## src/rtl/regfile_pkg.sv

```systemverilog
// Shared definitions for the pipelined register file and its scoreboard.
// Holds the default widths, the index of the hardwired zero register and
// the read-port bundle type that decode uses to carry an operand around.
package regfile_pkg;

  localparam int DEFAULT_DATA_WIDTH = 32;
  localparam int DEFAULT_ADDR_WIDTH = 5;
  localparam int ZERO_IDX           = 0;

  // One decoded operand: which register, its value, and whether it must wait.
  typedef struct packed {
    logic [DEFAULT_ADDR_WIDTH-1:0] addr;
    logic [DEFAULT_DATA_WIDTH-1:0] data;
    logic                          stall;
  } read_port_t;

endpackage

```

## src/rtl/regfile_scoreboard_if.sv

```systemverilog
// Bundle between the pipeline (decode + write-back) and the register file.
//   master: decode/write-back side, drives addresses, write and issue strobes
//   slave : register file, returns read data, per-port stalls, pending_any
//
// Handshake semantics: there is no ready signal. regWrite and issue_valid are
// single-cycle strobes that the register file always accepts on the rising
// edge where they are high; read ports are pure combinational lookups.
interface regfile_scoreboard_if #(
  parameter int DATA_WIDTH = 32,
  parameter int ADDR_WIDTH = 5
);
  logic [ADDR_WIDTH-1:0] read_reg_num_1;
  logic [ADDR_WIDTH-1:0] read_reg_num_2;
  logic [DATA_WIDTH-1:0] read_data_1;
  logic [DATA_WIDTH-1:0] read_data_2;
  logic                  stall_1;
  logic                  stall_2;
  logic                  regWrite;
  logic [ADDR_WIDTH-1:0] write_reg_num;
  logic [DATA_WIDTH-1:0] write_data;
  logic                  issue_valid;
  logic [ADDR_WIDTH-1:0] issue_reg_num;
  logic                  pending_any;

  modport master (
    output read_reg_num_1, read_reg_num_2, regWrite, write_reg_num,
           write_data, issue_valid, issue_reg_num,
    input  read_data_1, read_data_2, stall_1, stall_2, pending_any
  );

  modport slave (
    input  read_reg_num_1, read_reg_num_2, regWrite, write_reg_num,
           write_data, issue_valid, issue_reg_num,
    output read_data_1, read_data_2, stall_1, stall_2, pending_any
  );
endinterface

```

## src/rtl/regfile_scoreboard_bits.sv

```systemverilog
// Per-register pending scoreboard, reusable by any register file.
//   clk, rst_n          : clock, asynchronous active-low reset
//   clr_en / clr_idx    : write-back retires the producer of clr_idx
//   set_en / set_idx    : an instruction writing set_idx issues
//   rd_addr_1/2         : operand addresses being read by decode
//   stall_1/2           : operand still waiting on an in-flight producer
//   pending_any         : at least one producer in flight
module regfile_scoreboard_bits
  import regfile_pkg::*;
#(
  parameter int ADDR_WIDTH = DEFAULT_ADDR_WIDTH,
  parameter bit ZERO_REG   = 1'b1,
  parameter bit BYPASS     = 1'b1
) (
  input  logic                  clk,
  input  logic                  rst_n,
  input  logic                  clr_en,
  input  logic [ADDR_WIDTH-1:0] clr_idx,
  input  logic                  set_en,
  input  logic [ADDR_WIDTH-1:0] set_idx,
  input  logic [ADDR_WIDTH-1:0] rd_addr_1,
  input  logic [ADDR_WIDTH-1:0] rd_addr_2,
  output logic                  stall_1,
  output logic                  stall_2,
  output logic                  pending_any
);
  localparam int NUM_REGS = 2**ADDR_WIDTH;
  localparam logic [ADDR_WIDTH-1:0] ZERO_ADDR = ADDR_WIDTH'(ZERO_IDX);

  logic [NUM_REGS-1:0] pending_q, pending_d;

  // Clear first, then set: a new producer issued in the same cycle its
  // predecessor retires supersedes it, so the bit must end up set.
  always_comb begin
    pending_d = pending_q;
    if (clr_en) pending_d[clr_idx] = 1'b0;
    if (set_en && !(ZERO_REG && set_idx == ZERO_ADDR)) pending_d[set_idx] = 1'b1;
  end

  always_ff @(posedge clk or negedge rst_n) begin
    if (!rst_n) pending_q <= '0;
    else        pending_q <= pending_d;
  end

  // An operand whose producer is writing back right now is forwarded by the
  // bypass, so it does not need to wait.
  function automatic logic stall_for(input logic [ADDR_WIDTH-1:0] addr,
                                     input logic                  pend,
                                     input logic                  wr_en,
                                     input logic [ADDR_WIDTH-1:0] wr_idx);
    logic s;
    s = pend && !(BYPASS && wr_en && wr_idx == addr);
    if (ZERO_REG && addr == ZERO_ADDR) s = 1'b0;
    return s;
  endfunction

  assign stall_1     = stall_for(rd_addr_1, pending_q[rd_addr_1], clr_en, clr_idx);
  assign stall_2     = stall_for(rd_addr_2, pending_q[rd_addr_2], clr_en, clr_idx);
  assign pending_any = |pending_q;

endmodule

```

## src/rtl/regfile_scoreboard.sv

```systemverilog
// Architectural register file for the pipelined core: two combinational read
// ports, one write port, write-to-read bypass, optional hardwired zero
// register, and a pending scoreboard that flags operands still in flight.
//   clk   : system clock, all state updates on the rising edge
//   reset : asynchronous active-low reset (clears array and pending bits)
//   rf    : slave side of regfile_scoreboard_if (reads, write-back, issue)
module regfile_scoreboard
  import regfile_pkg::*;
#(
  parameter int DATA_WIDTH = DEFAULT_DATA_WIDTH,
  parameter int ADDR_WIDTH = DEFAULT_ADDR_WIDTH,
  parameter bit ZERO_REG   = 1'b1,
  parameter bit BYPASS     = 1'b1
) (
  input  logic                 clk,
  input  logic                 reset,
  regfile_scoreboard_if.slave  rf
);
  localparam int NUM_REGS = 2**ADDR_WIDTH;
  localparam logic [ADDR_WIDTH-1:0] ZERO_ADDR = ADDR_WIDTH'(ZERO_IDX);

  logic [DATA_WIDTH-1:0] regs_q [NUM_REGS];
  logic [DATA_WIDTH-1:0] regs_d [NUM_REGS];
  logic                  wr_en;

  always_comb begin
    wr_en  = rf.regWrite && !(ZERO_REG && rf.write_reg_num == ZERO_ADDR);
    regs_d = regs_q;
    if (wr_en) regs_d[rf.write_reg_num] = rf.write_data;
  end

  always_ff @(posedge clk or negedge reset) begin
    if (!reset) begin
      for (int i = 0; i < NUM_REGS; i++) regs_q[i] <= '0;
    end else begin
      regs_q <= regs_d;
    end
  end

  // Zero register beats bypass, bypass beats the stored value.
  function automatic logic [DATA_WIDTH-1:0] read_sel(
    input logic [ADDR_WIDTH-1:0] addr,
    input logic [DATA_WIDTH-1:0] stored
  );
    logic [DATA_WIDTH-1:0] d;
    d = stored;
    if (BYPASS && rf.regWrite && rf.write_reg_num == addr) d = rf.write_data;
    if (ZERO_REG && addr == ZERO_ADDR) d = '0;
    return d;
  endfunction

  // While reset is low the bypass path is blocked too, so a write strobe
  // presented during reset cannot leak onto the read ports.
  assign rf.read_data_1 = reset ? read_sel(rf.read_reg_num_1, regs_q[rf.read_reg_num_1]) : '0;
  assign rf.read_data_2 = reset ? read_sel(rf.read_reg_num_2, regs_q[rf.read_reg_num_2]) : '0;

  regfile_scoreboard_bits #(
    .ADDR_WIDTH (ADDR_WIDTH),
    .ZERO_REG   (ZERO_REG),
    .BYPASS     (BYPASS)
  ) u_bits (
    .clk         (clk),
    .rst_n       (reset),
    .clr_en      (rf.regWrite),
    .clr_idx     (rf.write_reg_num),
    .set_en      (rf.issue_valid),
    .set_idx     (rf.issue_reg_num),
    .rd_addr_1   (rf.read_reg_num_1),
    .rd_addr_2   (rf.read_reg_num_2),
    .stall_1     (rf.stall_1),
    .stall_2     (rf.stall_2),
    .pending_any (rf.pending_any)
  );

endmodule

```

## src/flat_wrapper.sv

```systemverilog
// flat-port wrapper written by rule: the top's interface ports become plain ports
module regfile_scoreboard_flat import regfile_pkg::*;
#(
  parameter int DATA_WIDTH = DEFAULT_DATA_WIDTH,
  parameter int ADDR_WIDTH = DEFAULT_ADDR_WIDTH,
  parameter bit ZERO_REG   = 1'b1,
  parameter bit BYPASS     = 1'b1
)
  (clk, reset, rf_read_reg_num_1, rf_read_reg_num_2, rf_regWrite, rf_write_reg_num, rf_write_data, rf_issue_valid, rf_issue_reg_num, rf_read_data_1, rf_read_data_2, rf_stall_1, rf_stall_2, rf_pending_any);
  regfile_scoreboard_if #(.DATA_WIDTH(DATA_WIDTH), .ADDR_WIDTH(ADDR_WIDTH)) rf_i ();
  input  logic clk;
  input  logic reset;
  input wire logic [$bits(rf_i.read_reg_num_1)-1:0] rf_read_reg_num_1;
  input wire logic [$bits(rf_i.read_reg_num_2)-1:0] rf_read_reg_num_2;
  input wire logic [$bits(rf_i.regWrite)-1:0] rf_regWrite;
  input wire logic [$bits(rf_i.write_reg_num)-1:0] rf_write_reg_num;
  input wire logic [$bits(rf_i.write_data)-1:0] rf_write_data;
  input wire logic [$bits(rf_i.issue_valid)-1:0] rf_issue_valid;
  input wire logic [$bits(rf_i.issue_reg_num)-1:0] rf_issue_reg_num;
  output wire logic [$bits(rf_i.read_data_1)-1:0] rf_read_data_1;
  output wire logic [$bits(rf_i.read_data_2)-1:0] rf_read_data_2;
  output wire logic [$bits(rf_i.stall_1)-1:0] rf_stall_1;
  output wire logic [$bits(rf_i.stall_2)-1:0] rf_stall_2;
  output wire logic [$bits(rf_i.pending_any)-1:0] rf_pending_any;
  assign rf_i.read_reg_num_1 = rf_read_reg_num_1;
  assign rf_i.read_reg_num_2 = rf_read_reg_num_2;
  assign rf_i.regWrite = rf_regWrite;
  assign rf_i.write_reg_num = rf_write_reg_num;
  assign rf_i.write_data = rf_write_data;
  assign rf_i.issue_valid = rf_issue_valid;
  assign rf_i.issue_reg_num = rf_issue_reg_num;
  assign rf_read_data_1 = rf_i.read_data_1;
  assign rf_read_data_2 = rf_i.read_data_2;
  assign rf_stall_1 = rf_i.stall_1;
  assign rf_stall_2 = rf_i.stall_2;
  assign rf_pending_any = rf_i.pending_any;
  regfile_scoreboard #(.DATA_WIDTH(DATA_WIDTH), .ADDR_WIDTH(ADDR_WIDTH), .ZERO_REG(ZERO_REG), .BYPASS(BYPASS)) u_core (.clk(clk), .reset(reset), .rf(rf_i));
endmodule
```

## config.mk

```make
export PLATFORM = sky130hd
export DESIGN_NAME = regfile_scoreboard_flat
export DESIGN_NICKNAME = d
export VERILOG_FILES = /design/src/rtl/regfile_pkg.sv /design/src/rtl/regfile_scoreboard_if.sv /design/src/rtl/regfile_scoreboard_bits.sv /design/src/rtl/regfile_scoreboard.sv /design/src/flat_wrapper.sv
export SDC_FILE = /design/constraint.sdc
export NUM_CORES = 2
export LEC_CHECK = 0
export ABC_AREA = 1
export BUFFER_PORTS_ARGS = -buffer_cell sky130_fd_sc_hd__buf_2
export CAP_MARGIN = 20
export CORE_MARGIN = 4
export CORE_UTILIZATION = 45
export DETAILED_ROUTE_END_ITERATION = 12
export REMOVE_ABC_BUFFERS = 1
export SYNTH_ARGS = -nofsm -noshare
export SYNTH_HDL_FRONTEND = slang
export SYNTH_HIERARCHICAL = 1
export SYNTH_SLANG_ARGS = --single-unit
```

## constraint.sdc

```tcl
create_clock -name clk -period 2.1 [get_ports clk]
set_input_delay 0.105 -clock clk [delete_from_list [all_inputs] [get_ports clk]]
set_output_delay 0.105 -clock clk [all_outputs]
set_load 0.02 [all_outputs]
```

Word level (Yosys, flattened, before mapping)
Cells that the tools add are included.
{ "totals": {"reg_bits": 1056} }
{ "classes": {"n_bitwise": 6, "n_eq_ne": 2, "reduce_logical": 18, "muxes": 27, "order_cmp": 10} }
{ "ops": {"columns": ["operator", "count"], "rows": [
  ["$bwmux W1024", 1],
  ["$mux W32", 13],
  ["$bmux W32 S5", 2],
  ["$demux W32 S5", 1],
  ["$and A32 B32 Y32", 1],
  ["$not A32 Y32", 1],
  ["$or A32 B32 Y32", 1],
  ["$reduce_or A32 Y1", 1],
  ["$lt A5 B6 Y1 const B", 4],
  ["$logic_not A5 Y1", 4],
  ["$ge A6 B6 Y1 const B", 3],
  ["$not A5 Y6", 3],
  ["$bmux W1 S5", 2],
  ["$demux W1 S5", 2],
  ["$eq A5 B5 Y1", 2],
  ["$ge A5 B1 Y1 const B", 2],
  ["$logic_and A1 B1 Y1", 9],
  ["$lt A6 B1 Y1 const B", 1],
  ["$mux W1", 6],
  ["$logic_not A1 Y1", 4]
]} }

Logic depth before layout (Yosys ltp)
{ "logic_depth": {"depth_word": 9, "mapped_depth": 13} }

Hierarchy
Netlist, hierarchy kept.
{ "modules_own_cells": {"columns": ["module", "n_inst", "seq_area_each_um2", "cells_each", "area_each_um2"], "rows": [
  ["regfile_scoreboard", 1, 25624.6, 9046, 59889.9],
  ["regfile_scoreboard_bits", 1, 800.8, 323, 2217.1]
]} }

Worst setup path before layout
Ideal clock, no wire load.
{ "synth_path": {"path_kind": "input -> output", "from": "input port rf_read_reg_num_1[1]", "to": "output port rf_read_data_1[7]", "path_stages": 11, "path_buffers": 4, "arrival_ps": 1644, "slack_ps": 351, "cell_sequence": "buf_2 -> inv_1 -> buf_2 -> buf_2 -> clkbuf_1 -> o211ai_1 -> nand3_1 -> nand3_1 -> nand3_1 -> nand2_1 -> a21oi_1"} }
{ "synth_via": {"elab_chain_len": 7} }
{ "synth_rtl": {"columns": ["element", "line", "text"], "rows": [
  ["start, declared", "flat_wrapper.sv:13", "input wire logic [$bits(rf_i.read_reg_num_1)-1:0] rf_read_reg_num_1;"],
  ["$not A5 Y6 (implied by the code)", "regfile_scoreboard.sv:54", "assign rf.read_data_1 = reset ? read_sel(rf.read_reg_num_1, regs_q[rf.read_reg_num_1]) : '0;"],
  ["$bmux W32 S5", "regfile_scoreboard.sv:54", null],
  ["$mux W32 (implied by the code) (2 in series)", "regfile_scoreboard.sv:54", null],
  ["$mux W32", "regfile_scoreboard.sv:47", "if (BYPASS && rf.regWrite && rf.write_reg_num == addr) d = rf.write_data;"],
  ["$mux W32 (*)", "regfile_scoreboard.sv:48", "if (ZERO_REG && addr == ZERO_ADDR) d = '0;"],
  ["$mux W32 (*)", "regfile_scoreboard.sv:54", null],
  ["end, declared", "flat_wrapper.sv:20", "output wire logic [$bits(rf_i.read_data_1)-1:0] rf_read_data_1;"]
]} }
Every way passes the cells marked *; elsewhere a longest branch is shown, timed or not. The select of a mux whose other input is x is not followed.

Worst setup path in the final report
{ "layout_path": {"from": "register u_core/regs_q[888] (netlist bit)", "to": "output port rf_read_data_2[24]"} }
{ "layout_via": {"elab_chain_len": 6} }
{ "layout_rtl": {"columns": ["element", "line", "text"], "rows": [
  ["start, declared", "regfile_scoreboard.sv:22", "logic [DATA_WIDTH-1:0] regs_q [NUM_REGS];"],
  ["start signal, assigned", "regfile_scoreboard.sv:36", "regs_q <= regs_d;"],
  ["$bmux W32 S5", "regfile_scoreboard.sv:55", "assign rf.read_data_2 = reset ? read_sel(rf.read_reg_num_2, regs_q[rf.read_reg_num_2]) : '0;"],
  ["$mux W32 (implied by the code) (2 in series)", "regfile_scoreboard.sv:55", null],
  ["$mux W32", "regfile_scoreboard.sv:47", null],
  ["$mux W32", "regfile_scoreboard.sv:48", null],
  ["$mux W32", "regfile_scoreboard.sv:55", null],
  ["end, declared", "flat_wrapper.sv:21", "output wire logic [$bits(rf_i.read_data_2)-1:0] rf_read_data_2;"]
]} }
No other way between the ends. The select of a mux whose other input is x is not followed.

==> results.cfg <==
[power]
p_clk_share_pct = 34.2
switching_portion_of_total_power_pct = 33.4
total_power_divided_by_cell_area_mw_per_mm2 = 860
cell_int_power_w = 0.0424
vdd_drop_max_v = 0.000629
p_switching_w = 0.0213
power.share.sequential_pct = 41.4
comb_power_share_pct = 24.4
p_leak_nw = 37.2
total_power_w = 0.0637

[global_routing]
groute.usage.overall_pct = 33.4
grt_start_max_net_pins = 158
grt_remaining_overflow = 0
grt_pass1_wl_um = 375000
grt_pass1_vias = 60500
initial_antenna_violation_count = 3

[timing]
finalCritPeriodShare_pct = 107
hold_viol_final = 0
finalClockSkew_ns = 0
worst_setup_slack_after_layout_ns = -0.143
setup_violations = 59
drv_slew = 0
timing.fmax_mhz = 446
worst_pin_slew_ns = 1.01
timing.final.crit_period_ns = 2.24
maxSlewHeadroom_pct = 32.4
rsz0062_at_grt = yes

[setup_path]
worst_ep_required_time_ns = 2.00
ff2ff_path_depth = 3
path_max_fanout = 2
timing.setup.critical_path_class = register to output pin
critPathArrivalTime_ns = 2.14
critPathMostFrequentCell = nand3_1
cpPeakStageDelay_ns = 0.38
path_buf_inv = 1
cell_type_group_with_the_largest_total_delay_on_the_critical_path = simple AND/OR/NAND/NOR gates
critical_path.reg2reg.endpoint = u_core/u_bits/pending_q[8]
startpoint_type = register
r2r_slack_ns = 0.74
path_cells = or2_4 -> nand3_2 -> nand3_1 -> nand3_1 -> nand3_1 -> nand2_2 -> a21oi_4 -> buf_6
r2r_start = u_core/u_bits/pending_q[8]
crit_path_end_kind = output pin
timing.critical_path.slowest_stage_cell = dfrtp_1

[run_status]
status = finished with violations
failed_checks = setup timing

[synth]
synth_compound_gate_area_share_pct = 11.2
synth_seq_cells = 1056
synth_simple_gate_area_share_pct = 35.1
synth_top_family_by_area = simple AND/OR/NAND/NOR gates
synthesis.instances = 9369
synthesis.area_per_instance_um2 = 6.63
syn-cell-area_mm2 = 0.0621
number_of_distinct_standard_cells_referenced_by_the_synthesized_netlist = 33
synthMuxAreaShare_pct = 0
synthAdderAreaFrac_pct = 0
synth.yosys.warnings = 6
seq_area_frac_synth_pct = 42.5
synthXorXnorAreaFrac_pct = 0

[place]
routabilityCongestion = 0.898
place.detailed.instances = 10800
placement.cell_area_mm2 = 0.0668
numPortBuffers = 122
detailedPlacementHpwl_um = 144000
placement.setup.worst_slack_ns = 0.0690

[floorplan]
fp.dieArea_mm2 = 0.144
floorplan.rows = 136
core_mm2 = 0.137
dieWidth_um = 380
initial_core_util_pct = 45.2
io-pin-count = 123
chipHeight_um = 380

[drt]
route.antenna.remaining_nets = 0
via_per_inst = 5.78
routed_wl_um = 247000
drt_first_pass_iters = 7
vias = 64500
wl_per_cell_um = 22.2
drt-initial-drc-count = 8245
route.detailed.drc = 0

[cells_and_area]
diodes = 0
area.sequential_mm2 = 0.0264
drive_gt1_share_pct = 14.0
filler_cell_count = 13400
multi_input_comb_area_mm2 = 0.0310
post_route_design_area_mm2 = 0.0741
final_net_count = 9328
areaGrowthSynthToFinish_pct = 19.3
final_cell_count_no_fill = 11200

[clock_tree]
worst_path_clk_slew_ns = 0.06
cts.htree.levels = 3
clock_tree_from_tritoncts = built
worst_case_clock_buffer_depth = 3
cts_root_buffer = clkbuf_16
clock-sinks = 1056
cts-buffers-inserted = 119
clk-insertion-delay-late_ns = 0.76

[min_path]
hold-path-cell-count = 5
hp-start = rf_write_reg_num[4]
worstHoldPathType = input port to register
hold-path-endpoint = u_core/u_bits/pending_q[23]

[flow_run]
timing.max_cap.violations = 0
[cells by family (layout without fill, tap and decap cells)]
group | Yosys count | in the layout
compound gates | 1329 | 1329
flops | 1056 | 1056
simple gates | 5181 | 5181
buf+inv | 1803 | 1811
[repair_timing]
action	CTS	global route
hold buffers	49	0
pin swaps	131	225
buffers inserted	23	36
gates resized for setup	332	365
endpoints found under the setup margin	67	67
hold endpoints to repair	1050	0
[state kept, by name, summed over array words and instances (netlist names)]
signal / cells
u_core/regs_q: 1024
u_core/u_bits/pending_q: 32
[worst register-to-register path, cell delays in order (launching register included)]
cell	delay [ns]
dfrtp_2	0.46
o21ai_0	0.11
o21ai_0	0.11
dlygate4sd3_1	0.57
[routing by layer]
layer  global-route usage [%]  up-vias  wire, um
met4                     16.1        0     14100
li1                         -    29600         -
met1                     45.7    30700    101000
met3                     5.86      750     24100
met2                     51.5     3485    108000
met5                        0        -         0
[power groups by stage]
| stage | logic (W) | clock network, W | registers (W) |
|---|---|---|---|
| after detailed placement | 0.0142 | 0 | 0.0265 |
| final | 0.0156 | 0.0218 | 0.0264 |
| after CTS | 0.0148 | 0.0221 | 0.0262 |
| after floorplan | 0.00972 | 0 | 0.0260 |
| after global routing | 0.0176 | 0.0229 | 0.0268 |
| after global placement | 0.0138 | 0 | 0.0264 |
[cell usage after synthesis (all sizes together)]
cell type  number  area share (%)
buf           143             1.1
o211ai        107             1.3
nor2          115            0.73
nor3b           1           0.012
clkbuf        620             3.7
a221oi          1           0.014
nor4            9            0.11
nand2        3288              20
o21ai        1150             9.3
o21bai          1           0.012
dfrtp        1056              43
or2            26            0.26
o22ai          12            0.12
a21boi          1           0.012
a21oi          57            0.47
nor3           18            0.19
clkinv          4           0.024
nand4           3           0.030
nand3        1721              14
inv          1036             6.3
[layout make-up]
cell class | instances | area share (%)
Multi-Input combinational cell | 6510 | 41.8
Sequential cell | 1056 | 35.7
Timing Repair Buffer | 545 | 8.64
Inverter | 1040 | 5.34
Clock buffer | 165 | 4.55
Tap cell | 1794 | 3.03
Clock inverter | 61 | 0.915
[metrics by stage]
step	hold WS (ns)	utilization [%]	setup TNS, ns
4_1_cts	0.0376	52.9	-5.87
3_3_place_gp	-0.0623	48.6	0
5_1_grt	0.0931	54.0	-10.38
2_1_floorplan	-0.191	-	-403.22
3_5_place_dp	-0.0633	48.6	0
6_report	0.0767	54.0	-3.48
[cell usage in the layout, fill, tap and decap left out, types with 5 or more instances in the layout]
cell and n:
nand2_4 37, inv_6 7, clkbuf_16 120, nand3_4 9, nor2_4 5, nor3_2 6, nand2_2 55, o21ai_0 1079
nand2_1 3196, o22ai_1 12, a21oi_4 5, nor3_1 12, dlygate4sd3_1 49, clkinvlp_4 5, inv_1 915, a21oi_2 38
clkbuf_8 20, o211ai_1 107, nand3_2 281, or2_4 25, dfrtp_1 1040, inv_8 5, clkinv_2 34, buf_12 169
buf_4 230, nor2_1 108, clkbuf_1 25, clkinv_4 5, inv_2 112, nor4_2 5, buf_6 42, bufinv_16 11
dfrtp_2 16, buf_2 50, a21oi_1 14, o21ai_1 70, buf_8 5, nand3_1 1431
[worst max path at each step]
stage          slack [ns]                  to                 start  cells after the start
2_1_floorplan       -7.30   rf_read_data_1[0]  rf_read_reg_num_1[0]                      4
3_3_place_gp         0.05  rf_read_data_2[14]  rf_read_reg_num_2[0]                     11
3_5_place_dp         0.07  rf_read_data_2[14]  rf_read_reg_num_2[0]                     11
4_1_cts             -0.15  rf_read_data_2[13]    u_core/regs_q[973]                     11
5_1_grt             -0.24  rf_read_data_2[13]   u_core/regs_q[1005]                     11
6_report            -0.14  rf_read_data_2[24]    u_core/regs_q[888]                      8
Note: power is estimated with default switching activity, not from simulation.
